## src/rtl/qr_result_serializer.sv

```systemverilog
// rtl/qr_result_serializer.sv - buffers 480-bit QR engine RE results and serializes each one as six 80-bit beats
module qr_result_serializer #(
  parameter int DEPTH = 4,
  parameter int GROUP = 10
) (
  input  logic                    i_clk,
  input  logic                    i_rst_n,
  input  logic                    i_rd_vld,
  input  logic                    i_last_data,
  input  logic [319:0]            i_r,
  input  logic [159:0]            i_y_hat,
  output logic                    o_valid,
  input  logic                    i_ready,
  output logic [79:0]             o_data,
  output logic                    o_sop,
  output logic                    o_last,
  output logic [3:0]              o_re_idx,
  output logic [$clog2(DEPTH):0]  o_occupancy,
  output logic                    o_overflow,
  output logic                    o_frame_err
);

  localparam int AW = $clog2(DEPTH);
  localparam int EW = 485;
  localparam logic [AW:0] FULL  = (AW+1)'(DEPTH);
  localparam logic [3:0]  GLAST = 4'(GROUP - 1);

  typedef enum logic {IDLE, SEND} state_t;

  state_t          state_q, state_d;
  logic [2:0]      beat_q, beat_d;
  logic [AW-1:0]   wr_ptr_q, wr_ptr_d, rd_ptr_q, rd_ptr_d;
  logic [AW:0]     occ_q, occ_d;
  logic [3:0]      grp_q, grp_d;
  logic            overflow_q, overflow_d, frame_err_q, frame_err_d;
  logic            push, pop;
  logic [EW-1:0]   mem_q [DEPTH];
  logic [EW-1:0]   head;
  logic [79:0]     beat_data;

  // Entry layout: {last_tag, re_idx[3:0], y_hat[159:0], r[319:0]}
  assign head = mem_q[rd_ptr_q];

  always_comb begin
    case (beat_q)
      3'd0:    beat_data = head[79:0];
      3'd1:    beat_data = head[159:80];
      3'd2:    beat_data = head[239:160];
      3'd3:    beat_data = head[319:240];
      3'd4:    beat_data = head[399:320];
      3'd5:    beat_data = head[479:400];
      default: beat_data = '0;
    endcase
  end

  always_comb begin
    state_d     = state_q;
    beat_d      = beat_q;
    wr_ptr_d    = wr_ptr_q;
    rd_ptr_d    = rd_ptr_q;
    grp_d       = grp_q;
    overflow_d  = overflow_q;
    frame_err_d = frame_err_q;
    pop         = (state_q == SEND) && i_ready && (beat_q == 3'd5);
    // A full buffer still accepts when the head leaves on this same edge.
    push        = i_rd_vld && ((occ_q != FULL) || pop);

    if (i_rd_vld && !push) overflow_d = 1'b1;

    if (push) begin
      wr_ptr_d = wr_ptr_q + AW'(1);
      if (i_last_data) begin
        grp_d = '0;
        if (grp_q != GLAST) frame_err_d = 1'b1;
      end else if (grp_q == GLAST) begin
        grp_d       = '0;
        frame_err_d = 1'b1;
      end else begin
        grp_d = grp_q + 4'd1;
      end
    end

    if (pop) rd_ptr_d = rd_ptr_q + AW'(1);
    occ_d = occ_q + (AW+1)'(push) - (AW+1)'(pop);

    if (state_q == IDLE) begin
      if (occ_q != '0) state_d = SEND;
    end else if (i_ready) begin
      if (beat_q == 3'd5) begin
        beat_d = 3'd0;
        if (occ_d == '0) state_d = IDLE;
      end else begin
        beat_d = beat_q + 3'd1;
      end
    end
  end

  always_ff @(posedge i_clk or negedge i_rst_n) begin
    if (!i_rst_n) begin
      state_q     <= IDLE;
      beat_q      <= '0;
      wr_ptr_q    <= '0;
      rd_ptr_q    <= '0;
      occ_q       <= '0;
      grp_q       <= '0;
      overflow_q  <= 1'b0;
      frame_err_q <= 1'b0;
    end else begin
      state_q     <= state_d;
      beat_q      <= beat_d;
      wr_ptr_q    <= wr_ptr_d;
      rd_ptr_q    <= rd_ptr_d;
      occ_q       <= occ_d;
      grp_q       <= grp_d;
      overflow_q  <= overflow_d;
      frame_err_q <= frame_err_d;
    end
  end

  always_ff @(posedge i_clk) begin
    if (push) mem_q[wr_ptr_q] <= {i_last_data, grp_q, i_y_hat, i_r};
  end

  // Beat outputs are gated so nothing from stale buffer contents shows while idle or in reset.
  assign o_valid     = (state_q == SEND);
  assign o_data      = o_valid ? beat_data : '0;
  assign o_sop       = o_valid && (beat_q == 3'd0);
  assign o_last      = o_valid && (beat_q == 3'd5) && head[484];
  assign o_re_idx    = o_valid ? head[483:480] : '0;
  assign o_occupancy = occ_q;
  assign o_overflow  = overflow_q;
  assign o_frame_err = frame_err_q;

endmodule
```

## config.mk

```make
export PLATFORM = sky130hd
export DESIGN_NAME = qr_result_serializer
export DESIGN_NICKNAME = d
export VERILOG_FILES = /design/src/rtl/qr_result_serializer.sv
export SDC_FILE = /design/constraint.sdc
export NUM_CORES = 1
export LEC_CHECK = 0
export CORE_MARGIN = 4
export CORE_UTILIZATION = 50
export CTS_CLUSTER_SIZE = 10
export DETAILED_ROUTE_END_ITERATION = 12
export HOLD_SLACK_MARGIN = 0.02
export MAX_ROUTING_LAYER = met4
export PLACE_DENSITY = 0.82
export SYNTH_ARGS = -nofsm -noshare
export SYNTH_HDL_FRONTEND = slang
export SYNTH_SLANG_ARGS = --single-unit
export TNS_END_PERCENT = 100
```

## constraint.sdc

```tcl
create_clock -name i_clk -period 53.9 [get_ports i_clk]
set_input_delay 10.78 -clock i_clk [delete_from_list [all_inputs] [get_ports i_clk]]
set_output_delay 10.78 -clock i_clk [all_outputs]
set_load 0.05 [all_outputs]
```

==> impl_results.md <==
* CTS Sinks at slightly below 2000
* Drt total wl at roughly 180000 um
* Die height at approximately 390 um
* Switching power at 1770 uW
* 1st-pass router iterations at 6
* Worst slew pin tran at around 1.4 ns
* Vias/cell at 6.03
* IO Pins at just under 600
* Initial antenna violation count at 77
* Worst-path fanout max at 146
* Final worst-path cycle share at 0.326
* Core box area at ~0.15 mm^2
* Vias in the first global route at 40800
* Seq/Total Area, Yosys at 0.790
* Initial DRC Count at 4209
* Maximum VDD drop at approximately 0.06 mV
* Postcts setup bufs at 0
* Sequential share of power at 0.415
* Post-DRT Antenna Nets at 0
* WP data arrival at about 7 ns
* Synth top area cells: edfxtp_1, mux2i_1, o22ai_1, buf_2, nor4_1
* Combinational power share at 0.334
* Syn Nets at roughly 4400
* CP Launch Type: register
* Slew headroom at 0.0938
* Max Cap Violations at 0
* Fmax at around 0.057 GHz
* Final net count at between 5000 and 6000
* Root buf cell: clkbuf_16
* Worst Skew at slightly below 0.07 ns
* Clk Latency, worst-skew pair at around 0.85 ns
* Post-Synthesis Cells at about 4000
* Lkg Pwr at between 0.03 and 0.04 uW
* Wirelength per Cell at between 20 and 30 um
* Clock Path Buffers at 3
* Reg2reg start: beat_q[0]
* Clock power frac at 0.251
* Cts bufs inserted at around 220
* Most instantiated library cell after synthesis: edfxtp_1
* Main synth FF type: edfxtp_1
* Endpoints failing setup at 0
* Cell variety after synth at 40
* Post-CTS Resized at 0
* TritonCTS clock tree: built
* H-tree depth at 4
* Residual DRC at 0
* Sum Neg Setup Slack at 0 ns
* Top cell type's share of synthesized area at 0.785
* Area growth, synth to finish at 18.8%
* Total GRT Usage at 0.237
* Commonest cells post-synth: edfxtp_1, mux2i_1, o22ai_1, buf_2, nor2_1
* Die span in x at 393 um
* Outcome: complete, no violations
* Placed Cells at approximately 6300
* Synth warn at 0
* GP Congestion at 0.819
* Pint at 3290 uW
* Port Buffers at 576
* Fin. max-slew vios at 0
* Post-Synthesis Cell Area at 0.0742 mm^2
* Largest net degree at the start of global routing at 151
* Fin crit period at between 15 and 20 ns
* Share of layout cells above drive strength 1 at 0.0703
* Async set-reset flop share out of synthesis at 0.00869
* CTS hold repair buffers at 0
* Final Hold Vio Count at 0
* Synth area leader: edfxtp_1
* Post-route insts no fill at ~6600
* Die area at approximately 0.15 mm^2
* Num rows at 141
* Reg2Reg Setup Slack at around 48 ns
* First-pass GRT wire length at 265000 um
* Initial core utilization at 0.503
* Crit Path Class: reg2out
* Sw frac at 0.349
* Element type at the critical path end: output pin
* #FFs+latches synth at 1957
* Required @ worst endpoint at between 40 and 50 ns
* Unrepaired setup endpoints after global routing: no
* Grt total ovfl at 0
* CP startpoint: rd_ptr_q[0]
* Clock transition at path regs at around 0.060 ns
* Syn Area/Cell at approximately 19 um^2
* Post-DP HPWL at around 110000 um
* Worst hold path type: reg2reg
* Via count at approximately 40000
* EDFF count, synth at ~1900
* Hold path start: o_overflow
* PD cells at 57.4 mW/mm^2
-- worst max-delay path, cell delays in order (launching register included) --
cell and delay (ns):
dfrtp_4 0.93, buf_4 0.81, buf_12 0.66, buf_12 0.59, mux2i_1 0.33, o22ai_1 0.13
nor4_1 0.75, a21oi_1 0.29, clkdlybuf4s50_1 0.77
-- through the flow --
stage	worst slack, ns	power, uW	hold WS (ns)	util	instance area (um^2)
final	36.32	5060	0.455	0.597	88200
after global routing	36.20	5230	0.469	0.597	88200
after CTS	36.44	5070	0.456	0.596	88000
after detailed placement	37.35	3800	0.444	0.556	82100
after global placement	37.45	3770	0.442	0.556	82100
after floorplan	21.17	3470	0.498	-	74200
-- path summary, 6_finish.rpt --
path                                  to  cells after the start
setup / recovery              o_data[56]                      8
hold / removal                o_overflow                      1
setup reg to reg           mem_q[2][128]                      9
hold reg to reg               o_overflow                      1
max in group asynchronous    rd_ptr_q[0]                      1
min in group asynchronous       grp_q[3]                      1
-- registers in the layout, summed over array words and instances (netlist names) --
signal / count
o_valid: 1
o_overflow: 1
wr_ptr_q: 2
mem_q: 1940
o_occupancy: 3
o_frame_err: 1
beat_q: 3
grp_q: 4
rd_ptr_q: 2
-- logic make-up (layout without fill, tap and decap cells) --
| group | after synthesis | after routing | share of synthesized area |
|---|---|---|---|
| flip-flops | 1957 | 1957 | 0.790 |
| multiplexers | 966 | 966 | 0.131 |
| AO/OA/AOI/OAI | 570 | 570 | 0.0469 |
| buffers and inverters | 234 | 904 | 0.0144 |
| AND/OR/NAND/NOR | 209 | 209 | 0.0143 |
| adder cells (fa/ha/maj) | 10 | 10 | 0.00179 |
| XOR/XNOR | 7 | 7 | 0.000826 |
| other | 0 | 82 | 0 |
-- cell usage in the layout (no fill, tap or decap), drive strengths merged, types with 6 or more instances in the layout --
cell type	count
dfrtp	17
clkdlybuf4s50	576
o21ai	6
a21oi	80
ha	9
inv	15
nand2	11
o22ai	476
mux4	7
diode	82
buf	61
clkbuf	233
nand3b	6
nor4	80
nor2	90
clkinv	16
mux2i	957
edfxtp	1940
-- layer usage --
metal | GRT usage | vias up | wire, um
met5 | - | - | 0
met4 | 0.108 | 0 | 6320
met3 | 0.0532 | 378 | 16500
met2 | 0.380 | 2056 | 92000
met1 | 0.288 | 20300 | 68700
li1 | - | 17400 | -
-- power by group through the flow --
stage	logic (uW)	clock network [uW]	registers (uW)
final	1690	1270	2100
after CTS	1690	1290	2100
after global routing	1760	1360	2120
after detailed placement	1670	0	2130
after global placement	1650	0	2110
after floorplan	1100	0	2370
-- layout make-up --
cell class | count | area (um^2)
sequential | 1957 | 58700
inverter | 11 | 41.3
clock inverter | 23 | 429
clock buffer | 233 | 5480
tap | 1930 | 2410
antenna | 82 | 205
timing repair buffer | 637 | 6320
multi-input combinational | 1762 | 14600
fill | 10100 | 59500
(Power assumes the default switching activity.)
